### config.mk
export PLATFORM = sky130hd
export DESIGN_NAME = ebpf_lsu_flat
export DESIGN_NICKNAME = d
export VERILOG_FILES = /design/src/rtl/ebpf_lsu_pkg.sv /design/src/rtl/ebpf_lsu_if.sv /design/src/rtl/ebpf_lsu_lane.sv /design/src/rtl/ebpf_lsu.sv /design/src/flat_wrapper.sv
export SDC_FILE = /design/constraint.sdc
export NUM_CORES = 1
export LEC_CHECK = 0
export CORE_UTILIZATION = 46
export CTS_CLUSTER_DIAMETER = 30
export CTS_CLUSTER_SIZE = 16
export DETAILED_ROUTE_END_ITERATION = 16
export GPL_TIMING_DRIVEN = 1
export MAX_ROUTING_LAYER = met4
export PLACE_DENSITY = 0.85
export SYNTH_ARGS = -nofsm -noshare
export SYNTH_HDL_FRONTEND = slang
export SYNTH_SLANG_ARGS = --single-unit
### constraint.sdc
create_clock -name clk -period 6.6 [get_ports clk]
set_input_delay 1.32 -clock clk [delete_from_list [all_inputs] [get_ports clk]]
set_output_delay 1.32 -clock clk [all_outputs]
set_load 0.05 [all_outputs]
### src/rtl/ebpf_lsu_pkg.sv
// Shared definitions for the eBPF load/store unit: size codes, FSM states, lane helpers.
package ebpf_lsu_pkg;

    typedef enum logic [1:0] {
        SZ_B  = 2'd0,
        SZ_H  = 2'd1,
        SZ_W  = 2'd2,
        SZ_DW = 2'd3
    } size_e;

    typedef enum logic [2:0] {
        S_IDLE  = 3'd0,
        S_READ  = 3'd1,
        S_WRITE = 3'd2,
        S_DONE  = 3'd3,
        S_ERR   = 3'd4
    } state_e;

    // Natural alignment: an access of 1<<size bytes must start on a multiple of its size.
    function automatic logic misaligned(input logic [1:0] size, input logic [2:0] off);
        case (size)
            SZ_H:    return off[0];
            SZ_W:    return off[1:0] != 2'b00;
            SZ_DW:   return off != 3'b000;
            default: return 1'b0;
        endcase
    endfunction

    function automatic logic [63:0] lane_mask(input logic [1:0] size);
        case (size)
            SZ_B:    return 64'h0000_0000_0000_00FF;
            SZ_H:    return 64'h0000_0000_0000_FFFF;
            SZ_W:    return 64'h0000_0000_FFFF_FFFF;
            default: return 64'hFFFF_FFFF_FFFF_FFFF;
        endcase
    endfunction

endpackage

### src/rtl/ebpf_lsu_if.sv
// Request/response and data_memory signals of the LSU; slave is the LSU side.
interface ebpf_lsu_if #(
    parameter int MEM_ADDR_W = 11
);
    localparam int AW = MEM_ADDR_W + 3;

    logic                  req_valid;
    logic                  req_ready;
    logic                  req_we;
    logic [1:0]            req_size;
    logic [AW-1:0]         req_addr;
    logic [63:0]           req_wdata;
    logic                  resp_valid;
    logic                  resp_err;
    logic [63:0]           resp_rdata;
    logic                  mem_stb;
    logic [MEM_ADDR_W-1:0] mem_adr;
    logic                  mem_we;
    logic [3:0]            mem_ww;
    logic [63:0]           mem_dat_w;
    logic [63:0]           mem_dat_r;

    modport slave (
        input  req_valid, req_we, req_size, req_addr, req_wdata, mem_dat_r,
        output req_ready, resp_valid, resp_err, resp_rdata,
               mem_stb, mem_adr, mem_we, mem_ww, mem_dat_w
    );

    modport master (
        output req_valid, req_we, req_size, req_addr, req_wdata, mem_dat_r,
        input  req_ready, resp_valid, resp_err, resp_rdata,
               mem_stb, mem_adr, mem_we, mem_ww, mem_dat_w
    );

endinterface

### src/rtl/ebpf_lsu_lane.sv
// Little-endian lane logic: extract a zero-extended lane, or merge store data into a word.
module ebpf_lsu_lane
    import ebpf_lsu_pkg::*;
(
    input  logic        merge,
    input  logic [63:0] word,
    input  logic [63:0] wdata,
    input  logic [2:0]  off,
    input  logic [1:0]  size,
    output logic [63:0] result
);
    logic [5:0]  sh;
    logic [63:0] mask;
    logic [63:0] extracted;
    logic [63:0] merged;

    assign sh        = {off, 3'b000};
    assign mask      = lane_mask(size);
    assign extracted = (word >> sh) & mask;
    assign merged    = (word & ~(mask << sh)) | ((wdata & mask) << sh);
    assign result    = merge ? merged : extracted;

endmodule

### src/rtl/ebpf_lsu.sv
// eBPF load/store unit: aligned B/H/W/DW accesses onto a 64-bit word memory, RMW for sub-word stores.
module ebpf_lsu
    import ebpf_lsu_pkg::*;
#(
    parameter int MEM_ADDR_W = 11,
    parameter int DATA_W     = 64
)(
    input  logic       clk,
    input  logic       rst,
    ebpf_lsu_if.slave  bus
);
    localparam int AW = MEM_ADDR_W + 3;

    state_e              state, state_nx;
    logic                we_q;
    logic [1:0]          size_q;
    logic [AW-1:0]       addr_q;
    logic [DATA_W-1:0]   wdata_q;
    logic [DATA_W-1:0]   word_q;
    logic [DATA_W-1:0]   rdata_q;
    logic [DATA_W-1:0]   ld_lane;
    logic [DATA_W-1:0]   st_word;
    logic                accept;
    logic                ready, stb, mwe, rvalid, rerr;

    assign accept = bus.req_valid && (state == S_IDLE);

    ebpf_lsu_lane u_ld_lane (
        .merge  (1'b0),
        .word   (bus.mem_dat_r),
        .wdata  (64'd0),
        .off    (addr_q[2:0]),
        .size   (size_q),
        .result (ld_lane)
    );

    // For DW the merge mask covers the whole word, so wdata passes straight through.
    ebpf_lsu_lane u_st_lane (
        .merge  (1'b1),
        .word   (word_q),
        .wdata  (wdata_q),
        .off    (addr_q[2:0]),
        .size   (size_q),
        .result (st_word)
    );

    always_ff @(posedge clk or posedge rst) begin
        if (rst) begin
            state   <= S_IDLE;
            we_q    <= 1'b0;
            size_q  <= 2'b00;
            addr_q  <= '0;
            wdata_q <= '0;
            word_q  <= '0;
            rdata_q <= '0;
        end else begin
            state <= state_nx;
            if (accept) begin
                we_q    <= bus.req_we;
                size_q  <= bus.req_size;
                addr_q  <= bus.req_addr;
                wdata_q <= bus.req_wdata;
                rdata_q <= '0;
            end
            if (state == S_READ) begin
                if (we_q) word_q  <= bus.mem_dat_r;
                else      rdata_q <= ld_lane;
            end
        end
    end

    always_comb begin
        state_nx = state;
        ready    = 1'b0;
        stb      = 1'b0;
        mwe      = 1'b0;
        rvalid   = 1'b0;
        rerr     = 1'b0;
        case (state)
            S_IDLE: begin
                ready = 1'b1;
                if (bus.req_valid) begin
                    if (misaligned(bus.req_size, bus.req_addr[2:0])) state_nx = S_ERR;
                    else if (bus.req_we && bus.req_size == SZ_DW)     state_nx = S_WRITE;
                    else                                             state_nx = S_READ;
                end
            end
            S_READ: begin
                stb      = 1'b1;
                state_nx = we_q ? S_WRITE : S_DONE;
            end
            S_WRITE: begin
                stb      = 1'b1;
                mwe      = 1'b1;
                state_nx = S_DONE;
            end
            S_DONE: begin
                rvalid   = 1'b1;
                state_nx = S_IDLE;
            end
            S_ERR: begin
                rvalid   = 1'b1;
                rerr     = 1'b1;
                state_nx = S_IDLE;
            end
            default: state_nx = S_IDLE;
        endcase
    end

    assign bus.req_ready  = ready;
    assign bus.resp_valid = rvalid;
    assign bus.resp_err   = rerr;
    assign bus.resp_rdata = (state == S_DONE && !we_q) ? rdata_q : 64'd0;
    assign bus.mem_stb    = stb;
    assign bus.mem_we     = mwe;
    assign bus.mem_adr    = addr_q[AW-1:3];
    assign bus.mem_ww     = {2'b00, size_q};
    assign bus.mem_dat_w  = (state == S_WRITE) ? st_word : 64'd0;

endmodule

### src/flat_wrapper.sv
// flat-port wrapper written by rule: the top's interface ports become plain ports
module ebpf_lsu_flat import ebpf_lsu_pkg::*;
#(
    parameter int MEM_ADDR_W = 11,
    parameter int DATA_W     = 64
)
  (clk, rst, bus_req_valid, bus_req_we, bus_req_size, bus_req_addr, bus_req_wdata, bus_mem_dat_r, bus_req_ready, bus_resp_valid, bus_resp_err, bus_resp_rdata, bus_mem_stb, bus_mem_adr, bus_mem_we, bus_mem_ww, bus_mem_dat_w);
  ebpf_lsu_if #(.MEM_ADDR_W(MEM_ADDR_W)) bus_i ();
  input  logic clk;
  input  logic rst;
  input wire logic [$bits(bus_i.req_valid)-1:0] bus_req_valid;
  input wire logic [$bits(bus_i.req_we)-1:0] bus_req_we;
  input wire logic [$bits(bus_i.req_size)-1:0] bus_req_size;
  input wire logic [$bits(bus_i.req_addr)-1:0] bus_req_addr;
  input wire logic [$bits(bus_i.req_wdata)-1:0] bus_req_wdata;
  input wire logic [$bits(bus_i.mem_dat_r)-1:0] bus_mem_dat_r;
  output wire logic [$bits(bus_i.req_ready)-1:0] bus_req_ready;
  output wire logic [$bits(bus_i.resp_valid)-1:0] bus_resp_valid;
  output wire logic [$bits(bus_i.resp_err)-1:0] bus_resp_err;
  output wire logic [$bits(bus_i.resp_rdata)-1:0] bus_resp_rdata;
  output wire logic [$bits(bus_i.mem_stb)-1:0] bus_mem_stb;
  output wire logic [$bits(bus_i.mem_adr)-1:0] bus_mem_adr;
  output wire logic [$bits(bus_i.mem_we)-1:0] bus_mem_we;
  output wire logic [$bits(bus_i.mem_ww)-1:0] bus_mem_ww;
  output wire logic [$bits(bus_i.mem_dat_w)-1:0] bus_mem_dat_w;
  assign bus_i.req_valid = bus_req_valid;
  assign bus_i.req_we = bus_req_we;
  assign bus_i.req_size = bus_req_size;
  assign bus_i.req_addr = bus_req_addr;
  assign bus_i.req_wdata = bus_req_wdata;
  assign bus_i.mem_dat_r = bus_mem_dat_r;
  assign bus_req_ready = bus_i.req_ready;
  assign bus_resp_valid = bus_i.resp_valid;
  assign bus_resp_err = bus_i.resp_err;
  assign bus_resp_rdata = bus_i.resp_rdata;
  assign bus_mem_stb = bus_i.mem_stb;
  assign bus_mem_adr = bus_i.mem_adr;
  assign bus_mem_we = bus_i.mem_we;
  assign bus_mem_ww = bus_i.mem_ww;
  assign bus_mem_dat_w = bus_i.mem_dat_w;
  ebpf_lsu #(.MEM_ADDR_W(MEM_ADDR_W), .DATA_W(DATA_W)) u_core (.clk(clk), .rst(rst), .bus(bus_i));
endmodule
==> metrics.md <==
| Metric | Value |
|---|---|
| # diodes | 0 |
| Wirelength per Cell | 24.36 µm |
| CTS tree | yes |
| Placed Cells | 1774 |
| Total gr overflow | 0 |
| Via/cell ratio | 6.051 |
| Clock Latency Late Sink | 0.53 ns |
| Vias in the first global route | 11040 |
| Synth Area per Inst | 10.12 µm² |
| Vias | 11200 |
| Largest net degree at the start of global routing | 91 |
| Dpl ws | 1.643 ns |
| Max Root-Sink Buffers | 3 |
| Worst Path Required | 5.28 ns |
| Synth Flop Type | dfrtp_1 |
| Yosys top cell area share | 42.39% |
| Starting DRT DRC Count | 1160 |
| Setup ws final | 1.004 ns |
| Hold Crit Depth | 2 |
| Sequential area share after synthesis | 42.39% |
| HPWL Detailed | 33600 µm |
| Die Span X | 167.0 µm |
| Port Buffers | 293 |
| CP Launch Type | register |
| Maximum achievable frequency | 178.7 MHz |
| Max-slew violations | 0 |
| DR pass1 iterations | 6 |
| Worst clock skew | 0.01915 ns |
| Total CTS buffers | 41 |
| Cell type with the highest aggregate area in the netlist | dfrtp_1 |
| Antenna violations before repair | 0 |
| Die area | 0.02787 mm² |
| Ratio of cells with drive above 1 in the final layout | 17.96% |
| FF+latch count, synth | 212 |
| Die height | 167.0 µm |
| Top-Level Pins | 296 |
| CTS Hold Buffers Added | 0 |
| Critical Path Fanout Max | 67 |
| Final Hold Fails | 0 |
| # Post-CTS Setup Buffers | 0 |
| Core area | 0.02680 mm² |
| Post-Syn Area | 0.01252 mm² |
| Max-cap viol count | 0 |
| Post_cts resized | 0 |
| R2R Setup Slk | 3.72 ns |
| FFs w/ async S/R, synth | 100.0% |
| YS warnings | 0 |
| Fin cells | 1850 |
| CTS Sinks | 212 |
| Area Growth Syn to Fin | 34.14% |
| H-tree depth | 2 |
| Final Util | 62.64% |
| DR DRC count | 0 |
| Final period utilization | 84.79% |
| Min-delay worst type | reg -> reg |
| Reg2reg path depth | 6 |
| RSZ-0062 raised after global routing | no |
| Worst setup path class | reg -> out |
| All-Layer GR Usage | 33.14% |
| Least-Margin Pin Slew | 1.003 ns |
| Post-route ant nets | 0 |
| Drt total wl | 45060 µm |
| CTS root buffer | clkbuf_16 |
| Syn Inst Count | 1237 |
| Slew headroom | 33.02% |
| Max VDD drop | 342.9 µV |
| Tmin final | 5.596 ns |
| Synth top area cells | dfrtp_1 42%, mux2_2 14%, mux2i_1 6.5% |
| Post-synth EDFFs | 0 |
| Unique cell type count in the Yosys netlist | 65 |
| Leak Pwr | 0.006873 µW |
| Worst Path Arrival | 4.28 ns |
| Initial core utilization | 46.70% |
| Floorplan row count | 60 |
| Fin Setup TNS | 0 ns |
| Reg clk slew, reported paths | 0.05 ns |
| Layout net count | 1624 |
| Outcome | finished, final reports clean |
| Final setup violation count | 0 |
| Routability Congestion | 0.9981 |
| Global-route wire length before repair | 68110 µm |
| Pwr per Cell Area | 565.7 mW/mm² |
| Crit end category | output port |
## final cells by class
type	count	area [µm²]
fill	2163	10010
inverter	5	22.52
clock buffer	51	1156
tap	341	426.7
clock inverter	25	264.0
sequential	212	5310
multi-input combinational	906	6524
timing repair buffer	310	3085
## cells in the final DEF (no fill, tap or decap), types with 3 or more instances in the layout
cell type        synthesis  routed
clkdlybuf4s50_1          0     293
dfrtp_1                212     210
mux2_2                 159     159
nand2_1                138     138
o21ai_0                 91      91
mux2i_1                 81      81
nor2_1                  70      70
and2_1                  69      68
clkbuf_16                0      43
a22oi_1                 40      40
a21oi_1                 34      34
nor2b_1                 20      20
a22o_1                  20      20
o21ai_1                 17      17
o22ai_1                 16      16
buf_4                   28      15
a211oi_1                12      12
nor3_1                  11      11
o21a_1                  11      11
mux2_1                  11      11
a32oi_1                  9       9
o211ai_1                 9       9
nand3_1                  8       8
a32o_1                   8       8
o31a_1                   8       8
inv_6                    0       7
a221o_1                  6       6
clkinvlp_4               0       6
a21boi_0                 5       5
a21o_1                   5       5
a2bb2oi_1                5       5
clkinv_4                 0       5
clkbuf_8                 0       5
a222oi_1                 4       4
clkinv_2                 0       4
inv_1                    4       3
bufinv_16                0       3
clkbuf_1                22       3
## path summary, 6_finish.rpt
path	startpoint	endpoint
setup / recovery	u_core.addr_q[0]	bus_mem_dat_w[49]
hold / removal	u_core.rdata_q[8]	u_core.rdata_q[8]
setup reg to reg	u_core.addr_q[0]	u_core.rdata_q[6]
hold reg to reg	u_core.rdata_q[8]	u_core.rdata_q[8]
max in group asynchronous	rst	u_core.addr_q[0]
min in group asynchronous	rst	u_core.rdata_q[3]
## synthesized netlist by cell type, types with 4 or more instances
master	number
dfrtp_1	212
a22oi_1	40
a21o_1	5
mux2i_1	81
a32oi_1	9
mux2_1	11
a222oi_1	4
nor2b_1	20
o21ai_0	91
inv_1	4
o31a_1	8
buf_1	11
a22o_1	20
a21boi_0	5
o21a_1	11
buf_2	38
a21oi_1	34
o211ai_1	9
nor3_1	11
nand3_1	8
buf_4	28
and2_1	69
nor2_1	70
a221o_1	6
nand2_1	138
mux2_2	159
o21ai_1	17
buf_6	16
a2bb2oi_1	5
o22ai_1	16
clkbuf_1	22
a32o_1	8
a211oi_1	12
## sequential cells by signal (all words and copies together) (netlist names)
| signal | count |
|---|---|
| u_core.rdata_q | 64 |
| u_core.wdata_q | 64 |
| u_core.word_q | 64 |
| u_core.addr_q | 14 |
| u_core.state | 3 |
| u_core.size_q | 2 |
| u_core.we_q | 1 |
## per-layer routing
metal | routed length, µm | vias up | global-route usage, %
met5 | 0 | - | -
met4 | 1887 | 0 | 13.61
met3 | 3410 | 111 | 5.038
met2 | 20840 | 624 | 51.39
met1 | 18930 | 5505 | 43.40
li1 | - | 4955 | -
## where the power goes
part / switching [µW] / internal [µW]
Clock: 726 / 1380
Sequential: 690 / 1870
Combinational: 2970 / 1860
Total: 4380 / 5110
## critical path, stage by stage, from the launching register on
cell and delay, ns:
dfrtp_4 0.93, buf_4 0.61, and3b_1 0.48, a22oi_1 0.12, o21ai_0 0.25, o22ai_1 0.17
a21oi_1 0.29, clkdlybuf4s50_1 0.85
## per-stage QoR
stage / total power [µW] / hold WS (ns) / area, µm²
5_1_grt: 9874 / 0.5040 / 16790
3_3_place_gp: 7218 / 0.4547 / 15370
4_1_cts: 9429 / 0.4769 / 16790
3_5_place_dp: 7272 / 0.4652 / 15370
2_1_floorplan: 5840 / 0.4418 / 12520
6_report: 9498 / 0.4720 / 16790
## cell families (layout without fill, tap and decap cells)
| logic type | count (synthesis) | after routing | synth area share [%] |
|---|---|---|---|
| muxes | 251 | 251 | 21.77 |
| buffers and inverters | 120 | 391 | 5.778 |
| xor gates and xnor gates | 1 | 1 | 0.06999 |
| other | 1 | 2 | 0.02996 |
| DFF | 212 | 212 | 42.39 |
| and+or+nand+nor | 339 | 339 | 13.16 |
| AOI/OAI and AO/OA | 313 | 313 | 16.81 |
(Power assumes the default switching activity.)
